## src/rtl/uart_rx_if.sv

```systemverilog
// Bundle of the receiver's serial input, output word handshake and status flags.
// The receiver core uses the slave view; a consumer or test driver uses the master view.
interface uart_rx_if #(
  parameter int DataLength = 8
);
  logic                  i_rx;
  logic [DataLength-1:0] o_rx_data;
  logic                  o_rx_valid;
  logic                  i_rx_ready;
  logic                  o_rx_error;
  logic                  o_rx_overrun;
  logic                  i_err_clr;
  logic                  o_busy;

  modport slave (
    input  i_rx, i_rx_ready, i_err_clr,
    output o_rx_data, o_rx_valid, o_rx_error, o_rx_overrun, o_busy
  );

  modport master (
    output i_rx, i_rx_ready, i_err_clr,
    input  o_rx_data, o_rx_valid, o_rx_error, o_rx_overrun, o_busy
  );
endinterface

```

## src/rtl/uart_rx_core.sv

```systemverilog
// Oversampling UART receiver with a valid/ready word output and sticky framing/overrun flags.
// Define UART_RX_MAJORITY_EN to vote 2-of-3 over the ticks around each mid-bit point.
//
// state     | meaning
// IDLE      | line idle, waiting for a low level
// START     | checking the start bit at its middle
// DATA      | shifting in data bits, LSB first
// STOP      | checking the stop bit, delivering the word
// WAIT_HIGH | framing error seen, waiting for the line to return high
module uart_rx_core #(
  parameter int DataLength      = 8,
  parameter int OverSample      = 8,
  parameter int BaudRate        = 115200,
  parameter int SystemClockFreq = 133_000_000
) (
  input  logic     i_clk,
  input  logic     i_rst_n,
  uart_rx_if.slave bus
);
  localparam int Div   = SystemClockFreq / (BaudRate * OverSample);
  localparam int DivW  = (Div > 1) ? $clog2(Div) : 1;
  localparam int TickW = $clog2(OverSample + 2);
  localparam int BitW  = $clog2(DataLength + 1);
  localparam logic [TickW-1:0] StartMid = TickW'(OverSample / 2 - 1);
  localparam logic [TickW-1:0] BitMid   = TickW'(OverSample - 1);

  typedef enum logic [2:0] {IDLE, START, DATA, STOP, WAIT_HIGH} state_t;

  state_t                state;
  logic                  rx_meta, rx_sync;
  logic [DivW-1:0]       div_cnt;
  logic [TickW-1:0]      tick_cnt;
  logic [BitW-1:0]       bit_cnt;
  logic [DataLength-1:0] shift;
  logic [DataLength-1:0] rx_data;
  logic                  rx_valid, rx_error, rx_overrun, busy;
  logic                  tick, decide, sample;
  logic [TickW-1:0]      mid, restart;
`ifdef UART_RX_MAJORITY_EN
  logic                  s_early, s_mid;
`endif

  always_comb begin
    tick = (div_cnt == DivW'(Div - 1));
    mid  = (state == START) ? StartMid : BitMid;
`ifdef UART_RX_MAJORITY_EN
    // Decision is taken one tick after mid, so the next bit's count starts at 1.
    decide  = tick && (tick_cnt == mid + TickW'(1));
    sample  = (s_early & s_mid) | (s_early & rx_sync) | (s_mid & rx_sync);
    restart = TickW'(1);
`else
    decide  = tick && (tick_cnt == mid);
    sample  = rx_sync;
    restart = '0;
`endif
  end

  always_ff @(posedge i_clk) begin
    if (!i_rst_n) begin
      rx_meta    <= 1'b1;
      rx_sync    <= 1'b1;
      state      <= IDLE;
      busy       <= 1'b0;
      div_cnt    <= '0;
      tick_cnt   <= '0;
      bit_cnt    <= '0;
      shift      <= '0;
      rx_data    <= '0;
      rx_valid   <= 1'b0;
      rx_error   <= 1'b0;
      rx_overrun <= 1'b0;
`ifdef UART_RX_MAJORITY_EN
      s_early    <= 1'b1;
      s_mid      <= 1'b1;
`endif
    end else begin
      rx_meta <= bus.i_rx;
      rx_sync <= rx_meta;
      div_cnt <= tick ? '0 : div_cnt + DivW'(1);
      if (tick) tick_cnt <= tick_cnt + TickW'(1);
      if (rx_valid && bus.i_rx_ready) rx_valid <= 1'b0;
      // Clear first so a flag set later in this block wins.
      if (bus.i_err_clr) begin
        rx_error   <= 1'b0;
        rx_overrun <= 1'b0;
      end
`ifdef UART_RX_MAJORITY_EN
      if (tick && tick_cnt == mid - TickW'(1)) s_early <= rx_sync;
      if (tick && tick_cnt == mid) s_mid <= rx_sync;
`endif
      case (state)
        IDLE: if (!rx_sync) begin
          state    <= START;
          busy     <= 1'b1;
          div_cnt  <= '0;
          tick_cnt <= '0;
        end
        START: if (decide) begin
          if (sample) begin
            state <= IDLE;
            busy  <= 1'b0;
          end else begin
            state    <= DATA;
            tick_cnt <= restart;
            bit_cnt  <= '0;
          end
        end
        DATA: if (decide) begin
          shift    <= {sample, shift[DataLength-1:1]};
          tick_cnt <= restart;
          if (bit_cnt == BitW'(DataLength - 1)) state <= STOP;
          else bit_cnt <= bit_cnt + BitW'(1);
        end
        STOP: if (decide) begin
          if (sample) begin
            state <= IDLE;
            busy  <= 1'b0;
            if (rx_valid) rx_overrun <= 1'b1;
            else begin
              rx_data  <= shift;
              rx_valid <= 1'b1;
            end
          end else begin
            rx_error <= 1'b1;
            state    <= WAIT_HIGH;
          end
        end
        WAIT_HIGH: if (rx_sync) begin
          state <= IDLE;
          busy  <= 1'b0;
        end
        default: begin
          state <= IDLE;
          busy  <= 1'b0;
        end
      endcase
    end
  end

  assign bus.o_rx_data    = rx_data;
  assign bus.o_rx_valid   = rx_valid;
  assign bus.o_rx_error   = rx_error;
  assign bus.o_rx_overrun = rx_overrun;
  assign bus.o_busy       = busy;
endmodule

```

## src/flat_wrapper.sv

```systemverilog
// flat-port wrapper written by rule: the top's interface ports become plain ports
module uart_rx_core_flat 
#(
  parameter int DataLength      = 8,
  parameter int OverSample      = 8,
  parameter int BaudRate        = 115200,
  parameter int SystemClockFreq = 133_000_000
)
  (i_clk, i_rst_n, bus_i_rx, bus_i_rx_ready, bus_i_err_clr, bus_o_rx_data, bus_o_rx_valid, bus_o_rx_error, bus_o_rx_overrun, bus_o_busy);
  uart_rx_if #(.DataLength(DataLength)) bus_i ();
  input  logic i_clk;
  input  logic i_rst_n;
  input wire logic [$bits(bus_i.i_rx)-1:0] bus_i_rx;
  input wire logic [$bits(bus_i.i_rx_ready)-1:0] bus_i_rx_ready;
  input wire logic [$bits(bus_i.i_err_clr)-1:0] bus_i_err_clr;
  output wire logic [$bits(bus_i.o_rx_data)-1:0] bus_o_rx_data;
  output wire logic [$bits(bus_i.o_rx_valid)-1:0] bus_o_rx_valid;
  output wire logic [$bits(bus_i.o_rx_error)-1:0] bus_o_rx_error;
  output wire logic [$bits(bus_i.o_rx_overrun)-1:0] bus_o_rx_overrun;
  output wire logic [$bits(bus_i.o_busy)-1:0] bus_o_busy;
  assign bus_i.i_rx = bus_i_rx;
  assign bus_i.i_rx_ready = bus_i_rx_ready;
  assign bus_i.i_err_clr = bus_i_err_clr;
  assign bus_o_rx_data = bus_i.o_rx_data;
  assign bus_o_rx_valid = bus_i.o_rx_valid;
  assign bus_o_rx_error = bus_i.o_rx_error;
  assign bus_o_rx_overrun = bus_i.o_rx_overrun;
  assign bus_o_busy = bus_i.o_busy;
  uart_rx_core #(.DataLength(DataLength), .OverSample(OverSample), .BaudRate(BaudRate), .SystemClockFreq(SystemClockFreq)) u_core (.i_clk(i_clk), .i_rst_n(i_rst_n), .bus(bus_i));
endmodule
```

## config.mk

```make
export PLATFORM = sky130hd
export DESIGN_NAME = uart_rx_core_flat
export DESIGN_NICKNAME = d
export VERILOG_FILES = /design/src/rtl/uart_rx_if.sv /design/src/rtl/uart_rx_core.sv /design/src/flat_wrapper.sv
export SDC_FILE = /design/constraint.sdc
export NUM_CORES = 1
export LEC_CHECK = 0
export CORE_MARGIN = 4
export CORE_UTILIZATION = 56
export CTS_CLUSTER_DIAMETER = 100
export CTS_CLUSTER_SIZE = 10
export DETAILED_ROUTE_END_ITERATION = 7
export PLACE_DENSITY_LB_ADDON = 0.15
export SYNTH_ARGS = -nofsm -noshare
export SYNTH_HDL_FRONTEND = slang
export SYNTH_SLANG_ARGS = --single-unit
```

## constraint.sdc

```tcl
create_clock -name i_clk -period 2.1 [get_ports i_clk]
set_clock_uncertainty 0.05 [all_clocks]
set_input_delay 0.525 -clock i_clk [delete_from_list [all_inputs] [get_ports i_clk]]
set_output_delay 0.525 -clock i_clk [all_outputs]
set_load 0.01 [all_outputs]
```

==> run summary <==
The starting density of the core is 0.604. The routed wire length came out at between 3000 and 4000 um. The worst reg2reg path depth is 6.

The fraction of post-synthesis cell area in the top cell type by area is 0.434. The mean instance size in the synthesized netlist came out at approximately 9.5 um2. TritonCTS created 5 clock buffers. The final-stage net count is 225.

The number of fill cells in the layout came out at approximately 260. The first global-routing pass estimated approximately 6300 um of wire. The via count of the first global-routing pass is around 1400. The largest total area in the synthesized netlist belongs to sky130_fd_sc_hd__dfxtp_1.

The clock-pin slew of the registers on the worst-case setup and hold paths is between 0.1 and 0.15 ns. The detailed router used layers up to and including met4. The type of the worst min-delay path is reg2reg. The layout overhead on the synthesized area came out at 13.2%.

The worst hold path terminates at u_core.rx_sync$_SDFF_PN1_. TritonCTS built the clock tree. The synthesized design contains 0 enable-type register cells. The top achievable clock speed came out at about 520 MHz. The required time of the critical path came out at ~2.3 ns. The post-route setup TNS is 0 ns. The number of H-tree branching levels came out at 2. The power consumption is approximately 1200 uW. The die area came out at about 4400 um2. After detailed routing, the wire length on met1 is around 1600 um. Of the cells placed in the final design, the portion with a size suffix greater than 1 is 0.101. The largest single stage delay on the critical path is about 0.38 ns.

The area of the mapped netlist came out at 1890 um2. The source of the worst hold timing path is u_core.rx_meta$_SDFF_PN1_. The total of hold buffers inserted after clock tree synthesis is 0.

The power density over the cells is 580 nW/um2. By area the synthesized netlist is led by sky130_fd_sc_hd__dfxtp_1, sky130_fd_sc_hd__mux2i_1, sky130_fd_sc_hd__nand2_1. The largest individual stage delay along the critical path comes from the cell sky130_fd_sc_hd__dfxtp_1. The repair_antennas step left the layout with diodes totalling 0. The kind of launch point of the worst setup path is a flip-flop.

In the routed design, unresolved DRC markers number 0. The number of DRC markers in iteration 0 is ~70. The area of the core is between 3000 and 4000 um2. The root cell of the clock tree is sky130_fd_sc_hd__clkbuf_4. The post-detailed-placement half-perimeter wirelength came out at between 2000 and 3000 um. The fraction of the yosys area taken by sequential cells is 0.434.

The overall die width is 66.1 um. The analysis attributes to cell leakage a power of 0.000778 uW. The total overflow left after global routing is 0. For this run, the leading register cell type out of synthesis is sky130_fd_sc_hd__dfxtp_1. The count of nets left with antenna violations once routing finished came out at 0.

The post-synthesis register bit count is ~40. The total number of vias came out at 1444. The I/O pin count is 17. Detailed routing placed a total of around 1700 um of wire on met2. For the worst-skew pair, the clock arrives at the later sink with an insertion delay of 0.36 ns. The origin of the critical flop-to-flop path is u_core.div_cnt[0]$_SDFF_PN0_. The end of the worst register-to-register path is u_core.shift[6]$_SDFFE_PN0P_. In the finished design, the share of the clock period the worst path needs comes to 0.908.

The number of antenna violations at the first check in global routing was 0. The per-cell routed wire length came out at about 14 um. The number of cells on the worst hold path came out at 1. The port buffer count came out at 16.

The global placement routability congestion came out at approximately 0.81. The first TritonRoute pass finished after 4 iterations. The overall die height came out at between 60 and 70 um. The number of vias per cell after detailed routing came out at around 5.5.

The post-CTS resize count is 0. The count of final max-slew check failures came out at 0. The peak supply drop came out at 0.000431 V. The number of failing hold endpoints at the final stage came out at 0. Setup violations remaining at the end of the flow were counted as 0.

The transition time at the pin with the least slew margin came out at 0.510 ns. The run finished with clean final reports. The worst pin sits at a relative slew slack of 0.657. The global routing usage summed across all routing layers is 0.190. The number of instances in the synthesized netlist is just under 200. Entering global routing, the biggest net connects 21 pins. The maximum number of buffers from clock root to sink came out at 2. STA classifies the critical path endpoint as a flip-flop. The unique cell type count in the Yosys netlist is 40. The net count after synthesis came out at 206. Sorting the synthesized cells by how often they occur yields sky130_fd_sc_hd__dfxtp_1, sky130_fd_sc_hd__nand2_1, sky130_fd_sc_hd__mux2i_1.

The critical-path maximum fanout came out at 8. The critical path is of the reg2reg type. The post-CTS setup buffer count is 0. The number of warnings reported in the yosys synthesis log came out at 0.

The met3 wire length came out at 166 um. The TritonCTS sink count is 41. Setup repair after global routing left no endpoint under its margin. By instance count, the leading cell after synthesis is sky130_fd_sc_hd__dfxtp_1.

The reg2reg setup slack is between 0.15 and 0.2 ns. The arrival time at the worst endpoint is around 2.1 ns. The first element of the critical path is u_core.div_cnt[0]$_SDFF_PN0_. The fraction of synthesis flops using an asynchronous set or reset pin came out at 0. The number of max-cap violations is 0.

Row generation in the floorplan step produced 20 rows. Traced cell by cell, the critical path runs through ha_1 > and3_1 > buf_4 > nand4_2 > mux2i_1 > nor2b_1. After layout, the minimum clock period comes to ~1.9 ns.
power breakdown:
group,total (uW),internal [uW],switching [uW]
Sequential,795,786,8.99
Clock,385,126,259
Combinational,59.6,27.6,32.0
Total,1240,940,300
flip-flops by register name, indices dropped and copies added, names as in the netlist, 3 cells and up:
signal and flops:
u_core.tick_cnt 4, u_core.div_cnt 8, u_core.bus.o_rx_data 8, u_core.bit_cnt 4, u_core.shift 8, u_core.state 3
layout by cell type (no fill, tap or decap), drive strengths merged, types with 4 or more instances in the layout:
cell / Yosys / routed
nand3: 7 / 7
xnor2: 7 / 7
clkdlybuf4s50: 0 / 16
buf: 2 / 6
a41oi: 4 / 4
nor2b: 11 / 11
dfxtp: 41 / 41
nand2b: 5 / 5
nor3: 4 / 4
mux2i: 19 / 19
nand2: 26 / 26
clkbuf: 8 / 5
and3: 4 / 4
xor2: 4 / 4
o31ai: 4 / 4
nor2: 16 / 16
routing by layer:
metal,up-vias,GRT usage
li1,722,-
met2,39,0.325
met4,0,0.0990
met5,-,0
met3,7,0.0476
met1,676,0.217
layout make-up:
type	count	area, um2	share of cell area
clock buffers	5	37.5	0.0175
clock inverters	3	17.5	0.00819
inverters	3	11.3	0.00526
multi-input cells	144	992	0.464
flip-flops and latches	41	821	0.384
well taps	44	55.1	0.0257
repair buffers	22	205	0.0959
metrics by stage:
stage / util / instance area [um2] / instances / hold slack, ns / worst slack, ns
4_1_cts: 0.682 / 2130 / 262 / 0.386 / 0.152
3_5_place_dp: 0.665 / 2080 / 254 / 0.357 / 0.123
3_3_place_gp: 0.665 / 2080 / 254 / 0.341 / 0.208
2_1_floorplan: - / 1890 / 198 / 0.336 / 0.316
5_1_grt: 0.684 / 2140 / 262 / 0.411 / 0.0304
6_report: 0.684 / 2140 / 262 / 0.382 / 0.194
cells by family after synthesis:
family | after synthesis | share of synthesized area
xor gates and xnor gates | 11 | 0.0510
AOI/OAI and AO/OA | 21 | 0.0788
muxes | 19 | 0.101
and+or+nand+nor | 90 | 0.272
adders and majority gates | 3 | 0.0199
buffers and inverters | 13 | 0.0430
DFF | 41 | 0.434
how the worst max path moves through the flow:
stage | to | depth (start not counted)
3_3_place_gp | u_core.div_cnt[5]$_SDFF_PN0_ | 4
5_1_grt | u_core.bus.o_rx_data[2]$_SDFFE_PN0P_ | 6
2_1_floorplan | u_core.bus.o_rx_data[0]$_SDFFE_PN0P_ | 7
4_1_cts | u_core.bus.o_rx_data[0]$_SDFFE_PN0P_ | 6
3_5_place_dp | u_core.div_cnt[4]$_SDFF_PN0_ | 4
6_report | u_core.shift[6]$_SDFFE_PN0P_ | 6
critical path, delay by kind of cell (launching register included):
family,cells,cell delay [ns]
flops,1,0.38
simple gates,3,0.68
fa+ha+maj,1,0.22
mux,1,0.30
buf+inv,1,0.17
(Power assumes the default switching activity.)
